File: config.mk
export PLATFORM = sky130hd
export DESIGN_NAME = clock_mode_mux
export DESIGN_NICKNAME = d
export VERILOG_FILES = /design/src/rtl/clock_pkg.sv /design/src/rtl/mode_req_arb.sv /design/src/rtl/clock_mode_mux.sv
export SDC_FILE = /design/constraint.sdc
export NUM_CORES = 1
export LEC_CHECK = 0
export BUFFER_PORTS_ARGS = -buffer_cell sky130_fd_sc_hd__buf_4
export CAP_MARGIN = 20
export CELL_PAD_IN_SITES_DETAIL_PLACEMENT = 1
export CELL_PAD_IN_SITES_GLOBAL_PLACEMENT = 1
export CORE_ASPECT_RATIO = 0.8
export CORE_MARGIN = 10
export CORE_UTILIZATION = 44
export DETAILED_ROUTE_END_ITERATION = 8
export GPL_ROUTABILITY_DRIVEN = 0
export GPL_TIMING_DRIVEN = 1
export MAX_ROUTING_LAYER = met4
export PLACE_DENSITY = 0.95
export REMOVE_ABC_BUFFERS = 1
export SLEW_MARGIN = 25
export SYNTH_ARGS = -nofsm -noshare
export SYNTH_HDL_FRONTEND = slang
export SYNTH_SLANG_ARGS = --single-unit
export TNS_END_PERCENT = 10
File: constraint.sdc
create_clock -name clk -period 5.66 [get_ports clk]
set_clock_uncertainty 0.2 [all_clocks]
set_input_delay 0.566 -clock clk [delete_from_list [all_inputs] [get_ports clk]]
set_output_delay 0.566 -clock clk [all_outputs]
set_load 0.1 [all_outputs]
File: src/rtl/clock_pkg.sv
// Shared definitions for the clock subsystem: button bit positions, mode-mux
// FSM states and the all-off level of the active-low FND pins.
package clock_pkg;

  localparam int BTN_L = 0;
  localparam int BTN_U = 1;
  localparam int BTN_D = 2;
  localparam int BTN_R = 3;

  typedef enum logic {
    S_SHOW  = 1'b0,
    S_BLANK = 1'b1
  } state_t;

  // FND pins are active-low, so all ones turns every digit and segment off.
  localparam logic [31:0] FND_BLANK = 32'hFFFF_FFFF;

endpackage

File: src/rtl/mode_req_arb.sv
// Mode request arbiter: priority mode_load > btn_mode > auto tick, range check
// on mode_in and wrap of the "next mode" target.
module mode_req_arb #(
  parameter int NUM_MODES = 4,
  parameter int MODE_W    = $clog2(NUM_MODES)
) (
  input  logic              blanking,
  input  logic [MODE_W-1:0] mode,
  input  logic              mode_load,
  input  logic [MODE_W-1:0] mode_in,
  input  logic              btn_mode,
  input  logic              auto_tick,
  output logic              req_valid,
  output logic [MODE_W-1:0] req_target
);

  logic              load_ok;
  logic [MODE_W-1:0] next_mode;

  always_comb begin
    load_ok    = mode_load && (int'(mode_in) < NUM_MODES);
    next_mode  = (int'(mode) >= NUM_MODES - 1) ? '0 : mode + MODE_W'(1);
    req_valid  = 1'b0;
    req_target = mode;
    // While blanking only a valid load matters: it retargets the pending mode.
    if (load_ok) begin
      req_target = mode_in;
      req_valid  = blanking || (mode_in != mode);
    end else if (!blanking && (btn_mode || auto_tick)) begin
      req_target = next_mode;
      req_valid  = (next_mode != mode);
    end
  end

endmodule

File: src/rtl/clock_mode_mux.sv
// N-way FND source selector with blanking on mode change, auto-scroll and
// routing of front-panel buttons to the active mode only.
module clock_mode_mux
  import clock_pkg::*;
#(
  parameter int NUM_MODES   = 4,
  parameter int MODE_W      = $clog2(NUM_MODES),
  parameter int COM_W       = 4,
  parameter int SEG_W       = 8,
  parameter int BLANK_CYC   = 1000,
  parameter int AUTO_PERIOD = 100_000_000
) (
  input  logic                       clk,
  input  logic                       rst,
  input  logic                       btn_mode,
  input  logic                       mode_load,
  input  logic [MODE_W-1:0]          mode_in,
  input  logic                       auto_en,
  input  logic [NUM_MODES*COM_W-1:0] src_fnd_com,
  input  logic [NUM_MODES*SEG_W-1:0] src_fnd,
  input  logic [3:0]                 btn_in,
  output logic [NUM_MODES*4-1:0]     btn_out,
  output logic [MODE_W-1:0]          mode,
  output logic                       switching,
  output logic [COM_W-1:0]           fnd_com,
  output logic [SEG_W-1:0]           fnd
);

  localparam int BCNT_W = $clog2(BLANK_CYC + 1);
  localparam int ACNT_W = $clog2(AUTO_PERIOD);

  state_t              state;
  logic [MODE_W-1:0]   pending;
  logic [BCNT_W-1:0]   blank_cnt;
  logic [ACNT_W-1:0]   auto_cnt;
  logic                auto_tick;
  logic                req_valid;
  logic [MODE_W-1:0]   req_target;
  logic [MODE_W-1:0]   fin_mode;
  logic [MODE_W-1:0]   show_mode;
  logic [COM_W-1:0]    show_com;
  logic [SEG_W-1:0]    show_seg;
  logic [NUM_MODES*4-1:0] btn_route;

  assign auto_tick = (state == S_SHOW) && auto_en &&
                     (auto_cnt == ACNT_W'(AUTO_PERIOD - 1));

  mode_req_arb #(
    .NUM_MODES (NUM_MODES),
    .MODE_W    (MODE_W)
  ) u_arb (
    .blanking   (state == S_BLANK),
    .mode       (mode),
    .mode_load  (mode_load),
    .mode_in    (mode_in),
    .btn_mode   (btn_mode),
    .auto_tick  (auto_tick),
    .req_valid  (req_valid),
    .req_target (req_target)
  );

  // A load in the last blank cycle still wins over the older pending target.
  always_comb begin
    fin_mode  = req_valid ? req_target : pending;
    show_mode = (state == S_BLANK) ? fin_mode : mode;
    show_com  = src_fnd_com[int'(show_mode)*COM_W +: COM_W];
    show_seg  = src_fnd[int'(show_mode)*SEG_W +: SEG_W];
    btn_route = '0;
    for (int k = 0; k < NUM_MODES; k++) begin
      if (MODE_W'(k) == mode) btn_route[k*4 +: 4] = btn_in;
    end
  end

  always_ff @(posedge clk) begin
    if (!rst) begin
      auto_cnt <= '0;
    end else if (!auto_en || ((state == S_SHOW) && req_valid)) begin
      auto_cnt <= '0;
    end else if (state == S_SHOW) begin
      auto_cnt <= auto_tick ? '0 : auto_cnt + ACNT_W'(1);
    end
  end

  always_ff @(posedge clk) begin
    if (!rst) begin
      state     <= S_SHOW;
      mode      <= '0;
      pending   <= '0;
      blank_cnt <= '0;
      switching <= 1'b0;
      fnd_com   <= COM_W'(FND_BLANK);
      fnd       <= SEG_W'(FND_BLANK);
      btn_out   <= '0;
    end else begin
      case (state)
        S_SHOW: begin
          if (req_valid) begin
            state     <= S_BLANK;
            pending   <= req_target;
            blank_cnt <= BCNT_W'(BLANK_CYC - 1);
            switching <= 1'b1;
            fnd_com   <= COM_W'(FND_BLANK);
            fnd       <= SEG_W'(FND_BLANK);
            btn_out   <= '0;
          end else begin
            fnd_com   <= show_com;
            fnd       <= show_seg;
            btn_out   <= btn_route;
          end
        end
        S_BLANK: begin
          btn_out <= '0;
          if (req_valid) pending <= req_target;
          if (blank_cnt == '0) begin
            state     <= S_SHOW;
            mode      <= fin_mode;
            switching <= 1'b0;
            fnd_com   <= show_com;
            fnd       <= show_seg;
          end else begin
            blank_cnt <= blank_cnt - BCNT_W'(1);
          end
        end
        default: state <= S_SHOW;
      endcase
    end
  end

endmodule

Word level (Yosys, flattened, before mapping)
Cells that the tools add are included.

operators by class
  $add $sub $neg = 3
  magnitude comparators = 1
  eq/ne operators = 9
  shift operators = 2
  muxes and demuxes = 29
  bitwise logic cells = 2
  reductions and logical operators = 15

operators by type and width
  operator                                                               number
  16-bit case mux with 2 select lines                                    1
  32-bit by 6-bit variable part select with 8-bit output                 1
  27-bit by 1-bit adder with 27-bit output (second input constant)       1
  27-bit equality test (second input constant)                           1
  27-bit 2-to-1 mux                                                      1
  4-bit 2-to-1 mux                                                       6
  10-bit 2-to-1 mux                                                      2
  10-bit case mux with 2 select lines                                    1
  16-bit 2-to-1 mux                                                      1
  8-bit 2-to-1 mux                                                       2
  8-bit case mux with 2 select lines                                     1
  16-bit by 5-bit variable part select with 4-bit output                 1
  10-bit logical NOT                                                     1
  2-bit 2-to-1 mux                                                       5
  10-bit by 1-bit subtractor with 10-bit output (second input constant)  1
  4-bit case mux with 2 select lines                                     1
  1-bit 2-to-1 mux                                                       6
  2-bit AND reduction                                                    3
  2-bit equality test (first input constant)                             2
  1-bit logical AND                                                      4
  2-bit inequality test                                                  2
  2-bit inequality test (second input constant)                          2
  1-bit case mux with 2 select lines                                     2
  1-bit logical OR                                                       3
  other kinds (8)                                                        10

storage, ports and cells
  bits in registers = 71
  word-level logic and storage cells = 70

Logic depth before layout (Yosys ltp)
  word-level depth = 12
  depth in mapped cells = 13

By module
From an unflattened synthesis, not the netlist that was laid out.

unflattened totals
  cell total of the unflattened synthesis = 395
  area total of the unflattened synthesis = 3520.9 µm²

by module, submodules not included
  module          times used  cells each  area an instance (µm²)
  clock_mode_mux  1           379         3405.8
  mode_req_arb    1           16          115.1

Least setup slack after synthesis
No wires, ideal clock.

  path kind = register -> register
  from = reg mode[1]
  to = reg fnd[1]
  setup time = 145 ps
  arrival = 3957 ps
  data required time = 5315 ps
  slack = 1358 ps
  stages on the path, launching flop included = 14
  path buffers = 3
  clock period less this slack = 4302 ps
  cells stage by stage = dfxtp_1 buf_2 buf_1 inv_1 ha_1 xor2_1 nor4b_2 a41o_1 a21oi_4 nor3b_1 a31oi_1 nor2b_1 buf_1 a211oi_1

between the ends
  word-level cells in the longest chain between the ends = 10

RTL lines
  item                                                                                                line                                         source
  from (decl)                                                                                         clock_mode_mux.sv:23                         output logic [MODE_W-1:0] mode,
  from (signal assigned)                                                                              clock_mode_mux.sv:116                        mode <= fin_mode;
  2-bit by 1-bit adder with 2-bit output / 2-bit greater-or-equal comparator (equally long branches)  mode_req_arb.sv:22                           next_mode = (int'(mode) >= NUM_MODES - 1) ? '0 : mode + MODE_W'(1);
  2-bit 2-to-1 mux                                                                                    mode_req_arb.sv:22
  2-bit inequality test                                                                               mode_req_arb.sv:31                           req_valid = (next_mode != mode);
  1-bit 2-to-1 mux                                                                                    mode_req_arb.sv:29                           end else if (!blanking && (btn_mode || auto_tick)) begin
  1-bit 2-to-1 mux                                                                                    mode_req_arb.sv:26                           if (load_ok) begin
  2-bit 2-to-1 mux                                                                                    -
  2-bit 2-to-1 mux                                                                                    clock_mode_mux.sv:65                         show_mode = (state == S_BLANK) ? fin_mode : mode;
  32-bit by 6-bit variable part select with 8-bit output                                              clock_mode_mux.sv:67                         show_seg = src_fnd[int'(show_mode)*SEG_W +: SEG_W];
  8-bit 2-to-1 mux (on tied branches)                                                                 clock_mode_mux.sv:114, clock_mode_mux.sv:97
  8-bit case mux with 2 select lines (*)                                                              clock_mode_mux.sv:95                         case (state)
  to (signal assigned)                                                                                clock_mode_mux.sv:92                         fnd <= SEG_W'(FND_BLANK);
  to (signal assigned)                                                                                clock_mode_mux.sv:103                        fnd <= SEG_W'(FND_BLANK);
  to (signal assigned)                                                                                clock_mode_mux.sv:119                        fnd <= show_seg;
  to (decl)                                                                                           clock_mode_mux.sv:26                         output logic [SEG_W-1:0] fnd

Mark *: on every way between the ends. The rest lies on a longest branch, timed or not. The select of a mux whose other input is x is not followed.
A chain may end at the register's enable or synchronous reset.

Worst setup path in the final report
  from = reg mode[1]
  to = reg fnd[6]

Same word-level chain as after synthesis.

==> out/summary.md <==
* **number of remaining DRC errors** 0
* **synthesized instance count** 426
* **worst path bufs/invs** 2
* **root buffer selected by CTS** clkbuf_8
* **GRT Util Overall** 0.221
* **number of instances resized during post-cts repair** 0
* **PD cells** 262 mW/mm^2
* **# H-tree levels** 3
* **Synth async-reset ratio** 0
* **RSZ-0062 raised after global routing** false
* **total length of routed wires** 14900 um
* **num ports** 90
* **Crit Path Category** reg2reg
* **count of pins over their slew limit** 0
* **area fraction of the dominant cell type after synthesis** 0.364
* **number of buffers added by the clock tree synthesis step** 9
* **type of element capturing the critical path** flop
* **warnings from Yosys** 0
* **Post-DP Area** 0.00466 mm^2
* **CP Data Required Time** 5.67 ns
* **actual transition at the worst max-transition pin** 1.07 ns
* **flip-flop and latch count after synthesis** 71
* **via count of the first global-routing pass** 4228
* **max-cap violations** 0
* **maximum number of pins on one net before global-route repair** 30
* **height of the chip** 104 um
* **ordered list of cells on the worst path** inv_1 > ha_1 > xor2_1 > nor4b_2 > a41o_1 > a21oi_4 > nor3b_1 > buf_4 > a31oi_1 > nor2b_1 > a211oi_2
* **residual overflow from global routing** 0
* **number of setup violations in the final report** 0
* **number of distinct library cells after synthesis** 56
* **sum of internal, switching and leakage power** 1.27 mW
* **buffer levels on the longest clock path** 2
* **worst-case hold slack** 0.241 ns
* **sequential element share of the synthesized area** 0.364
* **worst skew pair latency** 0.37 ns
* **min setup slack post-route** 1.29 ns
* **most common cell in the netlist** dfxtp_1
* **Period minus WS final** 4.37 ns
* **data arrival time at the worst-slack endpoint** 4.38 ns
* **synthesized cell area** 0.00390 mm^2
* **clock-pin transition on the worst setup and hold timing paths** 0.09 ns
* **cell family with most CP delay** simple AND/OR/NAND/NOR gates
* **share of final-layout standard cells stronger than drive strength 1** 0.258
* **antenna violations before repair** 0
* **Post-synth EDFFs** 0
* **TritonCTS clock tree** built
* **synthesized area per cell** 9.16 um^2
* **row count** 30
* **starting density of the core** 0.456
* **number of clock sinks** 71
* **static leakage power** 1.99 nW
* **area of the die** 0.0131 mm^2
* **vias per cell** 6.11
* **number of nets at the end of the flow** 576
* **core outline area** 0.00856 mm^2
* **Max stage delay on crit path** 1.04 ns
* **number of hold-slack violations in the final timing report** 0
* **Slew headroom** 0.283
* **wire length of the first global-routing pass** 23000 um
* **Primary FF master, synth** dfxtp_1
* **post-route cell area** 0.00486 mm^2
* **pre-CTS worst setup slack** 1.34 ns
* **DR iter-0 viols** 233
* **slowest stage cell, crit path** dfxtp_1
* **total of buffers placed on input and output ports** 89
* **run status** finished clean
* **DIE WIDTH** 125 um
* **share of the cycle needed by the critical path after routing** 0.773
* **1st-pass router iterations** 7
* **Startpoint Class** flop
* **P&R area growth vs syn** 24.6%
* **# hold bufs at CTS** 0
* **largest fanout on the critical path** 19
* **Achievable Freq** 229 MHz
* **post-detailed-route wirelength per cell** 23.6 um
* **path category of the worst min-delay check** in2reg
* **most common library cells after synthesis** dfxtp_1, nor2_1, mux2i_1
* **remaining antenna violation count after routing** 0
* **Setup TNS Final** 0 ns
* **post-CTS repair timing setup buffer count** 0
* **cell type with the highest aggregate area in the netlist** dfxtp_1
* **Diodes inserted** 0
* **top post-synthesis cells by area** dfxtp_1, mux2i_1, nor2_1
* **worst ir drop on vdd** 129 uV
* **Via Count** 3839
* **total half-perimeter wirelength after legalization and detailed placement** 9880 um
==> flip-flops by register name, summed over array words and instances, names as in the netlist <==
| name | count |
|---|---|
| blank_cnt | 10 |
| pending | 2 |
| fnd | 8 |
| btn_out | 16 |
| state | 1 |
| fnd_com | 4 |
| switching | 1 |
| mode | 2 |
| auto_cnt | 27 |
==> through the flow <==
stage / utilization / instances
2_1_floorplan: - / 404
3_3_place_gp: 0.543 / 609
3_5_place_dp: 0.544 / 611
4_1_cts: 0.567 / 627
5_1_grt: 0.568 / 628
6_report: 0.568 / 628
==> routing by layer <==
metal	track usage	part of all wire	routed length (um)
met1	0.243	0.39	5790
met2	0.376	0.50	7400
met3	0.0581	0.074	1100
met4	0.0846	0.037	553
met5	-	0	0
==> path summary, 6_finish.rpt <==
kind                    from  slack, ns  cells past startpoint           to
setup / recovery     mode[1]       1.29                     11       fnd[6]
setup reg to reg     mode[1]       1.29                     11       fnd[6]
hold reg to reg   fnd_com[1]       0.28                      2   fnd_com[1]
hold / removal     btn_in[3]       0.24                      2  btn_out[15]
==> cell families (layout without fill, tap and decap cells) <==
family | after synthesis | after routing | synth area share
and+or+nand+nor | 171 | 171 | 0.243
DFF | 71 | 71 | 0.364
AOI/OAI and AO/OA | 59 | 59 | 0.118
muxes | 53 | 53 | 0.141
xor gates and xnor gates | 37 | 37 | 0.0830
buffers and inverters | 29 | 119 | 0.0317
adders and majority gates | 6 | 6 | 0.0192
==> worst register-to-register path, stage by stage (launching register included) <==
cell,delay (ns)
dfxtp_1,1.04
inv_1,0.22
ha_1,0.37
xor2_1,0.17
nor4b_2,0.48
a41o_1,0.22
a21oi_4,0.08
nor3b_1,0.23
buf_4,0.24
a31oi_1,0.07
nor2b_1,0.75
a211oi_2,0.16
==> cells in the final DEF, fill, tap and decap left out, types with 4 or more instances in the layout <==
master    Yosys  layout
dfxtp_1      71      71
nand3_1      13      13
buf_4         0      94
a21boi_0      4       4
a31oi_1       4       4
and2_1        4       4
mux2i_1      47      47
a211oi_2      7       7
nor2_1       60      60
clkbuf_8      0       9
nor4b_2       7       7
nand2_1      21      21
mux2_2        4       4
ha_1          6       6
a21oi_1       9       9
nor3_1        7       7
o22ai_1       9       9
xnor2_1      13      13
nor4b_1       4       4
and4_1        4       4
nand4_1       6       6
nor2b_1       9       9
inv_1         7       7
xor2_1       24      24
and3_1       22      22
==> final cells by class <==
type,count,area (um^2)
Fill cell,1006,3700
Clock buffer,10,128
Multi-Input combinational cell,326,2360
Timing Repair Buffer,96,722
Sequential cell,71,1420
Tap cell,112,140
Clock inverter,6,67.6
Inverter,7,26.3
==> power by group <==
group / switching [mW] / internal [mW]
clock: 0.220 / 0.206
sequential: 0.0279 / 0.522
combinational: 0.188 / 0.109
total: 0.437 / 0.838
(Power assumes the default switching activity.)
